==> src/rtl/fifo_rd_arbiter.sv <==
// Round-robin burst arbiter for the read port of a shared FIFO.
// One consumer is granted at a time; up to BURST_LEN reads are strobed on its behalf.
module fifo_rd_arbiter #(
    parameter int NUM_REQ    = 4,
    parameter int BURST_LEN  = 8,
    parameter int DATA_WIDTH = 8
) (
    input  logic                  clk_i,
    input  logic                  rst_i,
    input  logic [NUM_REQ-1:0]    req_i,
    input  logic [NUM_REQ-1:0]    rdy_i,
    input  logic                  fifo_empty_i,
    input  logic [DATA_WIDTH-1:0] fifo_rdata_i,
    output logic                  fifo_rd_en_o,
    output logic [NUM_REQ-1:0]    gnt_o,
    output logic [NUM_REQ-1:0]    dvalid_o,
    output logic [DATA_WIDTH-1:0] rdata_o,
    output logic                  burst_done_o
);

    localparam int IW = $clog2(NUM_REQ);
    localparam int CW = $clog2(BURST_LEN + 1);
    localparam logic [IW:0]   NREQ_W   = (IW + 1)'(NUM_REQ);
    localparam logic [IW-1:0] LAST_IDX = IW'(NUM_REQ - 1);
    localparam logic [CW-1:0] BL_W     = CW'(BURST_LEN);

    typedef enum logic [1:0] {
        IDLE  = 2'd0,
        BURST = 2'd1,
        DRAIN = 2'd2
    } state_t;

    state_t              state_q, state_d;
    logic [NUM_REQ-1:0]  gnt_q, gnt_d;
    logic [NUM_REQ-1:0]  dvalid_q, dvalid_d;
    logic [IW-1:0]       gidx_q, gidx_d;
    logic [IW-1:0]       ptr_q, ptr_d;
    logic [CW-1:0]       beat_q, beat_d;
    logic                done_q, done_d;

    logic                rd_en;
    logic [CW-1:0]       beat_next;
    logic [IW:0]         cand;
    logic [IW-1:0]       pick_idx;
    logic                pick_vld;

    // Rotating scan starting at ptr_q; first requester found wins.
    always_comb begin
        pick_vld = 1'b0;
        pick_idx = '0;
        cand     = '0;
        for (int i = 0; i < NUM_REQ; i++) begin
            cand = {1'b0, ptr_q} + (IW + 1)'(i);
            if (cand >= NREQ_W) begin
                cand = cand - NREQ_W;
            end
            if (!pick_vld && req_i[cand[IW-1:0]]) begin
                pick_vld = 1'b1;
                pick_idx = cand[IW-1:0];
            end
        end
    end

    assign rd_en = (state_q == BURST) & req_i[gidx_q] & rdy_i[gidx_q]
                 & ~fifo_empty_i & (beat_q < BL_W);
    assign beat_next = beat_q + CW'(rd_en);

    always_comb begin
        state_d  = state_q;
        gnt_d    = gnt_q;
        gidx_d   = gidx_q;
        ptr_d    = ptr_q;
        beat_d   = beat_q;
        done_d   = 1'b0;
        dvalid_d = rd_en ? gnt_q : '0;
        case (state_q)
            IDLE: begin
                if (pick_vld) begin
                    gnt_d   = {{(NUM_REQ-1){1'b0}}, 1'b1} << pick_idx;
                    gidx_d  = pick_idx;
                    beat_d  = '0;
                    state_d = BURST;
                end
            end
            BURST: begin
                beat_d = beat_next;
                if ((beat_next == BL_W) || !req_i[gidx_q]) begin
                    state_d = DRAIN;
                end
            end
            DRAIN: begin
                // Grant was held one extra cycle so the last beat lands.
                state_d = IDLE;
                gnt_d   = '0;
                done_d  = 1'b1;
                ptr_d   = (gidx_q == LAST_IDX) ? '0 : gidx_q + IW'(1);
            end
            default: begin
                state_d = IDLE;
                gnt_d   = '0;
            end
        endcase
    end

    always_ff @(posedge clk_i) begin
        if (rst_i) begin
            state_q  <= IDLE;
            gnt_q    <= '0;
            dvalid_q <= '0;
            gidx_q   <= '0;
            ptr_q    <= '0;
            beat_q   <= '0;
            done_q   <= 1'b0;
        end else begin
            state_q  <= state_d;
            gnt_q    <= gnt_d;
            dvalid_q <= dvalid_d;
            gidx_q   <= gidx_d;
            ptr_q    <= ptr_d;
            beat_q   <= beat_d;
            done_q   <= done_d;
        end
    end

    assign fifo_rd_en_o = rd_en;
    assign gnt_o        = gnt_q;
    assign dvalid_o     = dvalid_q;
    assign rdata_o      = fifo_rdata_i;
    assign burst_done_o = done_q;

endmodule

==> config.mk <==
export PLATFORM = sky130hd
export DESIGN_NAME = fifo_rd_arbiter
export DESIGN_NICKNAME = d
export VERILOG_FILES = /design/src/rtl/fifo_rd_arbiter.sv
export SDC_FILE = /design/constraint.sdc
export NUM_CORES = 1
export LEC_CHECK = 0
export BUFFER_PORTS_ARGS = -buffer_cell sky130_fd_sc_hd__buf_2
export CAP_MARGIN = 20
export CELL_PAD_IN_SITES_DETAIL_PLACEMENT = 0
export CELL_PAD_IN_SITES_GLOBAL_PLACEMENT = 1
export CORE_ASPECT_RATIO = 0.5
export CORE_UTILIZATION = 31
export CTS_CLUSTER_DIAMETER = 100
export CTS_CLUSTER_SIZE = 8
export DETAILED_ROUTE_END_ITERATION = 8
export PLACE_DENSITY = 0.82
export REMOVE_ABC_BUFFERS = 1
export SLEW_MARGIN = 25
export SYNTH_ARGS = -nofsm -noshare
export SYNTH_HDL_FRONTEND = slang
export SYNTH_SLANG_ARGS = --single-unit
==> constraint.sdc <==
create_clock -name clk_i -period 2.45 [get_ports clk_i]
set_clock_uncertainty 0.1 [all_clocks]
set_input_delay 0.245 -clock clk_i [delete_from_list [all_inputs] [get_ports clk_i]]
set_output_delay 0.245 -clock clk_i [all_outputs]
set_load 0.03 [all_outputs]
==> results.sh <==
export IMPL_arrival_ns=2.43
export IMPL_relSlewSlack=0.615
export IMPL_synth_edf_count=0
export IMPL_antenna_found_initial=0
export IMPL_outcome="finished clean"
export IMPL_drcViolationCount=0
export IMPL_root_buffer="clkbuf_8"
export IMPL_cts_hold_buf=0
export IMPL_criticalPathCategory="reg -> reg"
export IMPL_rsz0062_at_grt="false"
export IMPL_endpoint_kind="flop"
export IMPL_die_h_um=41.3
export IMPL_path_delay_family="simple AND/OR/NAND/NOR gates"
export IMPL_vias=808
export IMPL_setup_viol=0
export IMPL_start_kind="flop"
export IMPL_worst_r2r_path_depth=7
export IMPL_die_area_sq_mm=0.00333
export IMPL_fin_crit_sh=0.961
export IMPL_ys_types=32
export IMPL_ys_ff_latch=19
export IMPL_p_leak_nw=0.485
export IMPL_seq_area_frac_synth=0.397
export IMPL_multi_input_area_sq_um=517
export IMPL_maxCapViolCount=0
export IMPL_area_growth_pct=23.3
export IMPL_first_global_vias=751
export IMPL_diodes=0
export IMPL_hold_viol_final=0
export IMPL_power_density_mw_per_mm2=607
export IMPL_grt_pass1_wl_um=3300
export IMPL_async_flop_share=0
export IMPL_cts_tree="done"
export IMPL_crit_fanout=3
export IMPL_whs_ns=0.271
export IMPL_fill_cells=286
export IMPL_wl_per_cell_um=12.7
export IMPL_maxSlewViolCount=0
export IMPL_synth_area_sq_um=957
export IMPL_yosysMostFrequentCell="dfxtp_1"
export IMPL_worstMarginPinSlew_ns=0.573
export IMPL_fp_coreArea_sq_mm=0.00277
export IMPL_max_clock_freq_mhz=425
export IMPL_synthesis_instances=106
export IMPL_min_path_cells=5
export IMPL_worst_path_max_delay_cell="or4_4"
export IMPL_yosys_warnings=0
export IMPL_tns_ns=0
export IMPL_yosys_area_top_type="dfxtp_1"
export IMPL_cts_buffers=3
export IMPL_reg2reg_from="gidx_q[0]$_SDFFE_PP0P_"
export IMPL_synth_area_leaders="dfxtp_1 40%, buf_4 6.3%, a21oi_1 5.2%"
export IMPL_crit_chain="mux4_2 -> nand2_2 -> nor2_1 -> ha_2 -> ha_4 -> or4_4 -> a211oi_2"
export IMPL_cts_num_sinks=19
export IMPL_ir_drop_v=0.000270
export IMPL_dp_cells=160
export IMPL_gp_congestion=0.772
export IMPL_fin_cells=166
export IMPL_die_width_um=80.6
export IMPL_vias_per_cell=4.87
export IMPL_ff_latch_area_sq_um=384
export IMPL_startpoint="gidx_q[0]$_SDFFE_PP0P_"
export IMPL_path_clk_slew_ns=0.07
export IMPL_cp_required_ns=2.53
export IMPL_io_buffers=20
export IMPL_period_minus_slack_ns=2.35
export IMPL_cp_depth=7
export IMPL_grt_overflow=0
export IMPL_num_io_pins=37
export IMPL_ctsLongestPathBuffers=2
export IMPL_hp_start="fifo_empty_i"
export IMPL_first_iter_violations=39
export IMPL_grt_max_degree=21
export IMPL_grt_use_total=0.139
export IMPL_synth_main_ff_cell="dfxtp_1"
export IMPL_drive_above_1_share=0.349
export IMPL_clk_insertion_delay_late_ns=0.25
export IMPL_critPathMaxStageDelay_ns=0.54
export IMPL_avgSynthCellArea_sq_um=9.03
export IMPL_rows=13
export IMPL_hpwl_um=1570
export IMPL_yosys_area_top_type_share=0.397
export IMPL_routed_wl_um=2110
export IMPL_path_buf_inv=0
export IMPL_fin_nets=152
export IMPL_netlist_top_cells_count="19 x dfxtp_1, 10 x a21oi_1, 9 x nor2_1"
export IMPL_hold_class="in -> reg"
export IMPL_ant_nets=0
export IMPL_cts_max_level=1
export IMPL_drt_pass1_iterations=4
export IMPL_start_util=0.346
==> metrics by stage <==
stage	util	setup WS (ns)	power (mW)	instance area [sq um]
floorplan	-	-0.260	0.433	875
global placement	0.394	-0.0239	0.494	1090
detailed placement	0.394	-0.0977	0.496	1090
CTS	0.418	0.00371	0.719	1150
global route	0.427	0.00247	0.755	1180
finish	0.427	0.0954	0.716	1180
==> placed cells by master, fill, tap and decap left out, types with 2 or more instances in the layout <==
master,count
a21oi_1,10
buf_2,20
buf_4,11
clkbuf_8,3
dfxtp_1,18
mux2i_1,2
mux4_2,2
nand2_1,7
nand2b_1,7
nand3_1,5
nor2_1,9
nor3_1,5
o32ai_1,4
or2_1,2
or4_4,2
xor2_1,2
==> flip-flops by register name (all words and copies together), names as in the netlist <==
register      flops
state_q           2
dvalid_o          4
gnt_o             4
beat_q            4
burst_done_o      1
gidx_q            2
ptr_q             2
==> final cells by class <==
class | instances | share of cell area
clock buffers | 3 | 0.0350
clock inverters | 1 | 0.00424
inverters | 1 | 0.00318
multi-input cells | 74 | 0.438
flip-flops and latches | 19 | 0.326
well taps | 37 | 0.0392
repair buffers | 31 | 0.155
==> routing by layer <==
metal  global-route usage  vias to the layer above  wire length (um)
li1                     -                      416                 -
met1                0.169                      367              1100
met2                0.231                       23               894
met3               0.0587                        2               103
met4               0.0402                        0                12
met5                    0                        -                 0
==> timing repair <==
action                     CTS  global route
resized for setup            4             3
setup endpoints to repair    2             2
pin swaps                    0             2
setup buffers                1             1
==> path summary, 6_finish.rpt <==
check | endpoint | slack, ns
setup / recovery | state_q[1]$_SDFFE_PP0P_ | 0.1
hold / removal | dvalid_o[0]$_SDFF_PP0_ | 0.27
setup reg to reg | state_q[1]$_SDFFE_PP0P_ | 0.1
hold reg to reg | beat_q[0]$_SDFFE_PP0P_ | 0.38
==> worst reg2reg max path: cells and delay by family (launching register included) <==
family	cells	cell delay, ns
flops	1	0.36
compound gates	1	0.19
fa+ha+maj	2	0.40
simple gates	3	0.71
mux	1	0.52
==> kinds of logic after synthesis <==
| family | count (synthesis) | share of synthesized area |
|---|---|---|
| AOI/OAI and AO/OA | 21 | 0.146 |
| xor gates and xnor gates | 2 | 0.0183 |
| adders and majority gates | 3 | 0.0392 |
| buffers and inverters | 13 | 0.0902 |
| DFF | 19 | 0.397 |
| muxes | 4 | 0.0680 |
| and+or+nand+nor | 44 | 0.241 |
==> where the power goes <==
part	total [mW]	switching, mW	internal [mW]	leakage, nW
combinational	0.162	0.0892	0.0729	0.305
clock	0.215	0.102	0.113	0.0255
sequential	0.338	0.0139	0.325	0.155
total	0.716	0.206	0.511	0.485
Note: power is estimated with default switching activity, not from simulation.
